<file path="src/rtl/instr_encoder.sv">
// instr_encoder: streaming RV64 instruction encoder.
// Packs decoded fields into a 32-bit instruction word.
// The result goes through a 2-entry output FIFO with valid/ready handshakes on both sides.
// Optional feature macro: INSTR_ENC_RANGE_CHECK_EN. When it is defined, immediates that
// cannot be represented in the selected format set the error flag.
module instr_encoder #(
   parameter int N = 64
) (
   input  logic         clk,
   input  logic         rst,
   input  logic         in_valid,
   output logic         in_ready,
   input  logic [6:0]   in_opcode,
   input  logic [4:0]   in_rd,
   input  logic [4:0]   in_rs1,
   input  logic [4:0]   in_rs2,
   input  logic [2:0]   in_funct3,
   input  logic [6:0]   in_funct7,
   input  logic [N-1:0] in_imm,
   output logic         out_valid,
   input  logic         out_ready,
   output logic [31:0]  out_instr,
   output logic         out_err,
   output logic [15:0]  enc_count,
   output logic [15:0]  err_count
);

   localparam logic [31:0] NOP = 32'h0000_0013;

   logic [31:0] enc_instr;
   logic        enc_err;
   logic        rng_i, rng_b, rng_u, rng_j;

`ifdef INSTR_ENC_RANGE_CHECK_EN
   // A sign-extended immediate fits in k+1 bits when every bit from k upward is identical.
   assign rng_i = ~((&in_imm[N-1:11]) | ~(|in_imm[N-1:11]));
   assign rng_b = ~((&in_imm[N-1:12]) | ~(|in_imm[N-1:12])) | in_imm[0];
   assign rng_u = ~((&in_imm[N-1:31]) | ~(|in_imm[N-1:31])) | (|in_imm[11:0]);
   assign rng_j = ~((&in_imm[N-1:20]) | ~(|in_imm[N-1:20])) | in_imm[0];
`else
   // Immediates are silently truncated. The upper immediate bits have no consumer.
   logic unused_imm_hi;
   assign unused_imm_hi = ^in_imm[N-1:32];
   assign rng_i = 1'b0;
   assign rng_b = 1'b0;
   assign rng_u = 1'b0;
   assign rng_j = 1'b0;
`endif

   // Select the format from the opcode and scatter the immediate bits.
   always_comb begin
      enc_instr = NOP;
      enc_err   = 1'b0;
      case (in_opcode)
         7'b0010011, 7'b0011011, 7'b1100111, 7'b0000011: begin
            enc_instr = {in_imm[11:0], in_rs1, in_funct3, in_rd, in_opcode};
            enc_err   = rng_i;
         end
         7'b0110011, 7'b0111011: begin
            enc_instr = {in_funct7, in_rs2, in_rs1, in_funct3, in_rd, in_opcode};
         end
         7'b0100011: begin
            enc_instr = {in_imm[11:5], in_rs2, in_rs1, in_funct3, in_imm[4:0], in_opcode};
            enc_err   = rng_i;
         end
         7'b1100011: begin
            enc_instr = {in_imm[12], in_imm[10:5], in_rs2, in_rs1, in_funct3,
                         in_imm[4:1], in_imm[11], in_opcode};
            enc_err   = rng_b;
         end
         7'b0110111, 7'b0010111: begin
            enc_instr = {in_imm[31:12], in_rd, in_opcode};
            enc_err   = rng_u;
         end
         7'b1101111: begin
            enc_instr = {in_imm[20], in_imm[10:1], in_imm[11], in_imm[19:12], in_rd, in_opcode};
            enc_err   = rng_j;
         end
         default: begin
            enc_instr = NOP;
            enc_err   = 1'b1;
         end
      endcase
   end

   // FIFO state: two 33-bit slots {err, instr} with read/write pointers and an occupancy count.
   logic [32:0] mem_q [2];
   logic [32:0] mem_d [2];
   logic        wr_ptr_q, wr_ptr_d, rd_ptr_q, rd_ptr_d;
   logic [1:0]  cnt_q, cnt_d;
   logic [15:0] enc_cnt_q, enc_cnt_d, err_cnt_q, err_cnt_d;
   logic        push, pop;

   // in_ready comes from registered occupancy only, so out_ready has no path to it.
   assign in_ready  = (cnt_q != 2'd2);
   assign out_valid = (cnt_q != 2'd0);
   assign push      = in_valid & in_ready;
   assign pop       = out_valid & out_ready;
   assign out_instr = out_valid ? mem_q[rd_ptr_q][31:0] : 32'h0;
   assign out_err   = out_valid ? mem_q[rd_ptr_q][32]   : 1'b0;
   assign enc_count = enc_cnt_q;
   assign err_count = err_cnt_q;

   // Next state for the FIFO and the saturating counters.
   always_comb begin
      mem_d[0]  = mem_q[0];
      mem_d[1]  = mem_q[1];
      wr_ptr_d  = wr_ptr_q;
      rd_ptr_d  = rd_ptr_q;
      cnt_d     = cnt_q;
      enc_cnt_d = enc_cnt_q;
      err_cnt_d = err_cnt_q;
      if (push) begin
         mem_d[wr_ptr_q] = {enc_err, enc_instr};
         wr_ptr_d        = ~wr_ptr_q;
         if (enc_cnt_q != 16'hFFFF) enc_cnt_d = enc_cnt_q + 16'd1;
         if (enc_err && (err_cnt_q != 16'hFFFF)) err_cnt_d = err_cnt_q + 16'd1;
      end
      if (pop) rd_ptr_d = ~rd_ptr_q;
      case ({push, pop})
         2'b10:   cnt_d = cnt_q + 2'd1;
         2'b01:   cnt_d = cnt_q - 2'd1;
         default: cnt_d = cnt_q;
      endcase
   end

   // State registers. Reset discards buffered words and clears the counters.
   always_ff @(posedge clk or posedge rst) begin
      if (rst) begin
         mem_q[0]  <= '0;
         mem_q[1]  <= '0;
         wr_ptr_q  <= 1'b0;
         rd_ptr_q  <= 1'b0;
         cnt_q     <= 2'd0;
         enc_cnt_q <= 16'd0;
         err_cnt_q <= 16'd0;
      end else begin
         mem_q[0]  <= mem_d[0];
         mem_q[1]  <= mem_d[1];
         wr_ptr_q  <= wr_ptr_d;
         rd_ptr_q  <= rd_ptr_d;
         cnt_q     <= cnt_d;
         enc_cnt_q <= enc_cnt_d;
         err_cnt_q <= err_cnt_d;
      end
   end

endmodule

</file>
<file path="config.mk">
export PLATFORM = sky130hd
export DESIGN_NAME = instr_encoder
export DESIGN_NICKNAME = d
export VERILOG_FILES = /design/src/rtl/instr_encoder.sv
export SDC_FILE = /design/constraint.sdc
export NUM_CORES = 1
export LEC_CHECK = 0
export BUFFER_PORTS_ARGS = -buffer_cell sky130_fd_sc_hd__buf_2
export CAP_MARGIN = 20
export CELL_PAD_IN_SITES_DETAIL_PLACEMENT = 1
export CELL_PAD_IN_SITES_GLOBAL_PLACEMENT = 2
export CORE_ASPECT_RATIO = 0.9
export CORE_MARGIN = 5
export CORE_UTILIZATION = 32
export CTS_BUF_LIST = sky130_fd_sc_hd__clkbuf_2 sky130_fd_sc_hd__clkbuf_4 sky130_fd_sc_hd__clkbuf_8
export DETAILED_ROUTE_END_ITERATION = 6
export PLACE_DENSITY_LB_ADDON = 0.1
export SLEW_MARGIN = 20
export SYNTH_ARGS = -nofsm -noshare
export SYNTH_HDL_FRONTEND = slang
export SYNTH_SLANG_ARGS = --single-unit
export TNS_END_PERCENT = 30
</file>
<file path="constraint.sdc">
create_clock -name clk -period 5.2 [get_ports clk]
set_clock_uncertainty 0.15 [all_clocks]
set_input_delay 1.56 -clock clk [delete_from_list [all_inputs] [get_ports clk]]
set_output_delay 1.56 -clock clk [all_outputs]
set_load 0.1 [all_outputs]
</file>
==> metrics.txt <==
Synth Area in Simple Gates=17.9%; FP Rows=44; PD cells=~500 nW/um^2; Core Region=approximately 16000 um^2; xor/xnor share of the synthesized area=under 10%; fin crit period=roughly 4100 ps; routed len/inst=between 15 and 20 um; Mapped Nets=620; initial DRC count=104; initial antenna violation count=2; Worst Hold Path EP=mem_q[33]$_DFFE_PP0P_; Post-CTS Hold Fix Bufs=0; Power Total=~3.2 mW; Pre-Repair DR Iteration Count=4; initial core utilization=about a third; ys async rst share=100%; commonest register cell after synthesis=dfrtp_1; clock sink count=just over 100; max-cap viol count=0; crit end category=output pin; main combinational cell family by area after synthesis=simple AND/OR/NAND/NOR gates; CP max stage delay=about 1000 ps; P_leak=between 3 and 4 nW; Tcrit/Tclk final=between 70% and 80%; # IOs=around 170; clock root buffer=clkbuf_8; hold depth=1; Adder-Cell Fraction of Synth Area=0.720%; Synth cell types=59; TritonCTS clock tree=built; Worst EP arrival=around 2400 ps; Yosys Warn Count=0; Congestion Overflow GR=0; IO buf count=around 130; Final Non-Filler Cells=856; CP Cell Sequence=buf_4 > mux2i_1 > nor2_1 > buf_2; drt total wl=~16 mm; final setup vio count=0; synthesis-to-finish area growth=21.4%; clock-pin slew on the worst setup and hold paths=around 100 ps; first-pass GRT wire length=25.3 mm; R2R Setup Slk=between 2000 and 3000 ps; synthesized area=between 5000 and 6000 um^2; die width=about 140 um; TNS Setup=0 ps; Ant. Diodes=0; WS Path Type=reg2out; r2r startpoint=cnt_q[0]$_DFFE_PP0P_; DRC viols=0; highest-delay cell along the critical path=dfrtp_2; Worst-Margin Slew=~1000 ps; Post-CTS Setup Bufs=0; CTS Buf Count=9; Yosys reg bits=~100; Crit Path Max Fanout=29; Critical R2R Capture=mem_q[55]$_DFFE_PP0P_; Post-Syn Instances=about 520; CP required=about 3500 ps; Vias/cell=between 5 and 6; post-DP HPWL=around 12 mm; post-synthesis sequential area ratio=roughly half; Syn Area/Cell=10.1 um^2; Routed Antenna Nets=0; clock latency on the worst-skew pair=380 ps; cts repair resizes=0; final slew viol count=0; Total GRT Usage=about 17%; placed insts=840; vias in the first global route=roughly 4800; Compound-Gate Fraction of Synth Area=between 10% and 20%; H-tree levels=3; commonest non-fill, non-tap cells in the layout=buf_2, dfrtp_1, nand2_1, nor2_1, mux2i_1; worst min-delay path category=reg2reg; status=completed; final hold violation count=0; Max IR drop VDD=0.521 mV; r2r worst-path depth=5; final net count=747; die area=roughly 19000 um^2; pin count of the biggest net entering global routing=between 40 and 50; mux share of post-synthesis cell area=9.99%; hold_sp=mem_q[33]$_DFFE_PP0P_; clk buf depth=2; most common cell after layout, fill and taps aside=buf_2; Fmax=between 200 and 250 MHz; vias post-DR=roughly 4400; RSZ-0062 raised after global routing=no; routability congestion estimate=0.760; Die Y=roughly 130 um; EDFF count, synth=0; crit start category=flip-flop; share of cells above drive strength 1=~29%; Rel. slew slack=between 30 and 40%
==> layer usage <==
metal	up-vias	GRT usage [%]	routed length [um]
met5	-	0	27
met4	4	4.00	150
met3	13	4.43	781
met2	83	29.3	7830
met1	2181	21.9	6980
li1	2113	-	-
==> worst max-delay path: cells and delay by family (launching register included) <==
kind                   cells  cell delay (ps)
buffers and inverters      2              760
multiplexers               1               90
AND/OR/NAND/NOR            1               80
flip-flops                 1             1030
==> area by class of cell <==
class                      count  area, um^2
clock inverter                 6        93.8
timing repair buffer         142         731
sequential                   102        2550
clock buffer                  10         138
fill                        1882        9750
inverter                       6        25.0
multi-input combinational    383        2530
tap                          207         259
==> where the power goes <==
group	leakage, nW	internal, mW	switching (mW)	total [mW]
sequential	1.35	0.917	0.187	1.10
clock	0.113	0.288	0.289	0.576
combinational	1.69	0.327	1.18	1.51
total	3.16	1.53	1.65	3.19
==> sequential cells by signal, summed over array words and instances, names as in the netlist <==
name,cells
mem_q,66
rd_ptr_q,1
wr_ptr_q,1
err_count,16
cnt_q,2
enc_count,16
==> worst max-delay path by stage <==
stage / startpoint / endpoint / slack (ps) / cells after the start
floorplan: rst / cnt_q[0]$_DFFE_PP0P_ / 810 / 1
global placement: rd_ptr_q$_DFFE_PP0P_ / out_instr[8] / 1520 / 4
detailed placement: rd_ptr_q$_DFFE_PP0P_ / out_instr[2] / 1530 / 4
CTS: rd_ptr_q$_DFFE_PP0P_ / out_instr[14] / 1080 / 4
global route: rd_ptr_q$_DFFE_PP0P_ / out_instr[17] / 970 / 4
finish: rd_ptr_q$_DFFE_PP0P_ / out_instr[8] / 1130 / 4
==> logic make-up after synthesis <==
logic type | Yosys count
AO/OA/AOI/OAI | 111
XOR/XNOR | 30
adder cells (fa/ha/maj) | 3
buffers and inverters | 32
flip-flops | 102
multiplexers | 50
AND/OR/NAND/NOR | 189
==> Yosys cell counts (2+ instances only) <==
master / number / area share (%)
or4bb_1: 2 / 0.43
inv_1: 5 / 0.36
a22o_1: 14 / 2.4
and4_1: 3 / 0.50
xor2_1: 19 / 3.2
xnor2_1: 11 / 1.8
buf_2: 11 / 1.1
nor4_4: 2 / 0.82
mux2i_1: 34 / 6.5
o21ai_1: 29 / 2.8
o211ai_1: 2 / 0.29
o21ai_0: 9 / 0.86
a22oi_1: 9 / 1.3
clkbuf_1: 12 / 0.86
or3_1: 2 / 0.24
nor2_1: 55 / 4.0
a32oi_1: 8 / 1.3
nand4_1: 9 / 1.1
nand2b_1: 8 / 0.96
nor4_1: 6 / 0.72
ha_1: 3 / 0.72
mux2_2: 15 / 3.2
a221oi_1: 2 / 0.34
nand2_1: 59 / 4.2
dfrtp_1: 102 / 49
o21bai_1: 2 / 0.29
nor3_1: 9 / 0.86
a21oi_1: 13 / 1.2
buf_1: 2 / 0.14
and2_1: 4 / 0.48
and3_1: 4 / 0.48
a21o_1: 8 / 1.2
nand3_1: 17 / 1.6
nor3_2: 2 / 0.38
==> per-stage QoR <==
step	hold WS, ps	setup WS [ps]	cell area (um^2)	utilization [%]
3_3_place_gp	299	1520	6100	37.9
5_1_grt	366	973	6330	39.4
6_report	333	1130	6330	39.4
2_1_floorplan	284	815	5210	-
3_5_place_dp	311	1530	6100	37.9
4_1_cts	340	1080	6330	39.4
(Power assumes the default switching activity.)
